## config.mk

```make
export PLATFORM = sky130hd
export DESIGN_NAME = serial_addsub4
export DESIGN_NICKNAME = d
export VERILOG_FILES = /design/src/rtl/serial_addsub4.sv
export SDC_FILE = /design/constraint.sdc
export NUM_CORES = 1
export LEC_CHECK = 0
export ABC_AREA = 1
export BUFFER_PORTS_ARGS = -buffer_cell sky130_fd_sc_hd__buf_4
export CAP_MARGIN = 20
export CORE_MARGIN = 8
export CORE_UTILIZATION = 45
export DETAILED_ROUTE_END_ITERATION = 10
export PLACE_DENSITY = 0.67
export SETUP_SLACK_MARGIN = 0.05
export SYNTH_ARGS = -nofsm -noshare
export SYNTH_HDL_FRONTEND = slang
export SYNTH_SLANG_ARGS = --single-unit
```

## constraint.sdc

```tcl
create_clock -name clk -period 2.48 [get_ports clk]
set_input_delay 0.372 -clock clk [delete_from_list [all_inputs] [get_ports clk]]
set_output_delay 0.372 -clock clk [all_outputs]
set_load 0.01 [all_outputs]
```

## src/rtl/serial_addsub4.sv

```systemverilog
// Bit-serial 4-bit adder/subtractor: one bit per clock, LSB first, fixed 4-cycle latency.
// Optional signed-overflow output ovf is built only when SERIAL_ADDSUB4_OVF_EN is defined.
module serial_addsub4 (
  input  logic       clk,
  input  logic       rst,
  input  logic       start,
  input  logic       sub,
  input  logic [3:0] a,
  input  logic [3:0] b,
  input  logic       cin,
  output logic       busy,
  output logic       done,
  output logic [3:0] sum,
  output logic       cout
`ifdef SERIAL_ADDSUB4_OVF_EN
  ,
  output logic       ovf
`endif
);

  // state | meaning
  // IDLE  | waiting for start; last result held on sum/cout
  // RUN   | one operand bit per edge, bits_left counts down to terminal 0
  // DONE  | result just loaded, done high for this cycle; start here chains a new op
  typedef enum logic [1:0] {
    IDLE = 2'd0,
    RUN  = 2'd1,
    DONE = 2'd2
  } state_t;

  state_t     state;
  logic [3:0] a_sh;
  logic [3:0] b_sh;
  logic [2:0] res_sh;
  logic       carry;
  logic [1:0] bits_left;
  logic       bit_sum;
  logic       bit_carry;

  always_comb begin
    bit_sum   = a_sh[0] ^ b_sh[0] ^ carry;
    bit_carry = (a_sh[0] & b_sh[0]) | (carry & (a_sh[0] ^ b_sh[0]));
  end

  always_ff @(posedge clk) begin
    if (rst) begin
      state     <= IDLE;
      a_sh      <= 4'd0;
      b_sh      <= 4'd0;
      res_sh    <= 3'd0;
      carry     <= 1'b0;
      bits_left <= 2'd0;
      busy      <= 1'b0;
      done      <= 1'b0;
      sum       <= 4'd0;
      cout      <= 1'b0;
`ifdef SERIAL_ADDSUB4_OVF_EN
      ovf       <= 1'b0;
`endif
    end else begin
      done <= 1'b0;
      case (state)
        IDLE, DONE: begin
          if (start) begin
            // Subtract is a + ~b + 1; cin only matters when adding.
            a_sh      <= a;
            b_sh      <= sub ? ~b : b;
            carry     <= sub ? 1'b1 : cin;
            res_sh    <= 3'd0;
            bits_left <= 2'd3;
            busy      <= 1'b1;
            state     <= RUN;
          end else begin
            state <= IDLE;
          end
        end
        RUN: begin
          a_sh   <= {1'b0, a_sh[3:1]};
          b_sh   <= {1'b0, b_sh[3:1]};
          res_sh <= {bit_sum, res_sh[2:1]};
          carry  <= bit_carry;
          if (bits_left == 2'd0) begin
            sum   <= {bit_sum, res_sh};
            cout  <= bit_carry;
`ifdef SERIAL_ADDSUB4_OVF_EN
            // carry here is the carry into bit 3, bit_carry the carry out of it
            ovf   <= carry ^ bit_carry;
`endif
            busy  <= 1'b0;
            done  <= 1'b1;
            state <= DONE;
          end else begin
            bits_left <= bits_left - 2'd1;
          end
        end
        default: begin
          busy  <= 1'b0;
          state <= IDLE;
        end
      endcase
    end
  end

endmodule

```

==> out/summary.md <==
Portion of the clock cycle consumed by the worst path in the final layout: 47.86%. The slowest stage of the critical path belongs to the cell dfxtp_1. Kind of path behind the tightest hold check: in -> reg. For the worst-skew pair, the clock arrives at the later sink with an insertion delay of 310 ps. The logs give 14 for the pin count of the biggest net entering global routing and 2740 ps for the data required time of the worst path.

TritonCTS built the clock tree. The number of global-route vias before repair was 861; the maximum fanout along the worst path was 12. The final core area utilization came out at 55.25%. In this run the most used layer during global routing was met2. The predominant post-synthesis flop cell was dfxtp_1. The count of flip-flops with a built-in enable after synthesis was 0; the number of buffer and inverter stages on the critical path was 1. The fraction of synthesis flops using an asynchronous set or reset pin was 0%. The setup TNS is 0 ps. The number of nets in the synthesized netlist was 161; the global-route track usage on met1 was 12.26%. For the final database, setup skew stands at 4.213 ps. The worst flop-to-flop path startpoint is state[0]. Global routing used 10.66% of the available tracks across all layers. The first routing iteration left 24 violations.

The synthesized cell area is 1012 um2. The number of cell rows was 17. The run gives 311.5 ps as the worst hold margin.

The critical path goes through inv_2, nor2_4, nand2_1, nand2_1, nor2_1, nor2_1. For the H-tree level count, the log shows 1. Global routing consumed, on the met3 layer, 2.650% of the routing resources. The relative slew slack was 73.68%. During synthesis, Yosys emitted a total of 0 warnings. The first global-routing pass estimated 3608 um of wire. The flow ran to the end, and the final reports show no timing, DRC or antenna violations. Summed over all cells, the static leakage comes to 0.6180 nW. Setup slack closes at 1293 ps. The number of gates resized after CTS was 0. The clock-pin slew on the worst setup and hold paths is 130 ps, and the die span in y is 63.43 um.

The total routed wirelength was 2054 um. The nature of the critical path endpoint was a register. Across the run, the number of max-cap violations was 0. Based on the critical path, the design can be clocked at up to 842.6 MHz. For the pin with the worst max-slew slack, the measured transition is 394.4 ps. The placed instances occupy a cell area of 1171 um2. The final net count is 182, and the power per cell area is 587.2 nW/um2. Cell at the root of the clock tree: clkbuf_4. Setup repair after global routing left no endpoint under its margin. Synthesized flop and latch total: 23. Cells with a size suffix above 1 make up 21.08% of the layout. In the synthesized netlist, the number of instances is 146. The run gives 4 as the detailed-router iteration count before antenna repair. The core region is 2170 um2. Before CTS, the worst setup slack after placement is 1265 ps. VDD sags by at most 321.0 uV.

Critical path launch point: state[0]. The average instance in the mapped netlist occupies 6.933 um2. For this run, design rule violations remaining after detail routing come to 0. In this run, distinct cell masters in the synthesized netlist total 18. The clock passes through at most 2 buffers. Global routing used 18.38% of the available met2 tracks. The worst path in the final design needs a cycle of 1187 ps, including I/O delays and setup. The finished cells cover 1199 um2.

The average wire per cell in the routed design is 10.59 um. Once the clock tree was built, the setup fixing pass inserted 0 buffers. The critical path is of the reg -> reg type.

The final estimated routing congestion in global placement is 0.8007, and the number of antenna violations at the first check in global routing is 0. Total inserted antenna cells: 0. The tools report the fill cell total of the finished layout as 223. The number of hold buffers added after CTS was 0. The worst setup path is launched from a register. Measured along the x axis, the die boundary spans 63.43 um.

The initial utilization of the core area, before any placement, comes to 46.66%. The launch point of the worst hold path was rst. The run gives 23 as the number of sinks handled by clock tree synthesis.

Clock tree synthesis inserted a total of 3 buffers. The count of nets left with antenna violations once routing finished came out at 0. Global routing finished with a remaining overflow of 0.

For the max-slew violation count, the log shows 0. For this run, the slowest stage of the critical path takes 420 ps. The area overhead of the layout relative to synthesis is 18.42%, and the count of input and output buffers is 19. The family with the most delay on the worst path is simple AND/OR/NAND/NOR gates.

20 I/O pins were placed. After synthesis, flip-flops and latches occupy 45.49% of the total area. The total of endpoints with negative setup slack in the final report was 0; the slack of the worst reg-to-reg path was 1290 ps.

The per-cell via count in the routed design is 4.753. The logs give 4023 um2 for the area of the die and 0 for the number of hold violations in the final report. Summing over every cut layer, the via total after detailed routing is 922.

The run gives 1450 ps as the data arrival time at the worst-slack endpoint. After legalization and detailed placement, the total HPWL measured 1604 um.
-- state kept, by name, indices dropped and copies added (netlist names), 2 cells and up --
| signal | count |
|---|---|
| bits_left | 2 |
| b_sh | 4 |
| a_sh | 4 |
| res_sh | 3 |
| sum | 4 |
| state | 2 |
-- synth_stat cells (2+ instances only) --
master	n	area, um2
inv_1	18	67.56
clkbuf_1	2	7.510
a21oi_1	10	50.05
dfxtp_1	23	460.4
nand2_1	50	187.7
nor2_1	10	37.54
inv_2	5	18.77
nor2_2	2	12.51
nand3_1	15	75.07
nand2_2	3	18.77
-- cells by family after synthesis --
family	share of synthesized area, %
AO/OA/AOI/OAI	5.933
flip-flops	45.49
adder cells (fa/ha/maj)	3.214
AND/OR/NAND/NOR	34.98
buffers and inverters	10.38
-- per-stage QoR --
stage	power, W	cells
6_report	0.0007038	194
5_1_grt	0.0007426	194
4_1_cts	0.0007119	194
3_5_place_dp	0.0005415	190
3_3_place_gp	0.0005380	190
2_1_floorplan	0.0004987	146
-- final cells by class --
type	instances	area, um2	area share (%)
clock inverters	1	5.005	0.4175
multi-input cells	97	446.7	37.27
repair buffers	19	142.6	11.90
clock buffers	3	22.52	1.879
well taps	28	35.03	2.923
inverters	23	86.33	7.203
flip-flops and latches	23	460.4	38.41
-- placed cells by master, fill, tap and decap left out --
master    count
ha_1          1
buf_4        19
inv_1        18
nor3_1        1
nor2_1       10
a21oi_1      10
or2_2         1
nand2_2       3
o21ai_1       1
o21ai_0       1
clkbuf_4      3
inv_2         5
fa_1          1
nand3_1      15
nor2_2        2
nand2_1      50
nor2_4        1
dfxtp_1      23
clkinv_2      1
-- routing by layer --
metal | up-vias | wire, um
met3 | 2 | 75
met2 | 17 | 990
met5 | - | 0
li1 | 484 | -
met1 | 419 | 977
met4 | 0 | 10
-- power breakdown --
| part | switching, W | total (W) | internal [W] | leakage (nW) |
|---|---|---|---|---|
| registers | 0.0000136 | 0.000407 | 0.000393 | 0.188 |
| logic | 0.0000735 | 0.000124 | 0.0000506 | 0.412 |
| clock network | 0.000113 | 0.000173 | 0.0000602 | 0.0177 |
| total | 0.000200 | 0.000704 | 0.000504 | 0.618 |
-- final timing paths --
| check | end | cells after the start |
|---|---|---|
| setup / recovery | bits_left[0] | 6 |
| hold / removal | res_sh[1] | 2 |
| setup reg to reg | bits_left[0] | 6 |
| hold reg to reg | a_sh[2] | 2 |
(Power assumes the default switching activity.)
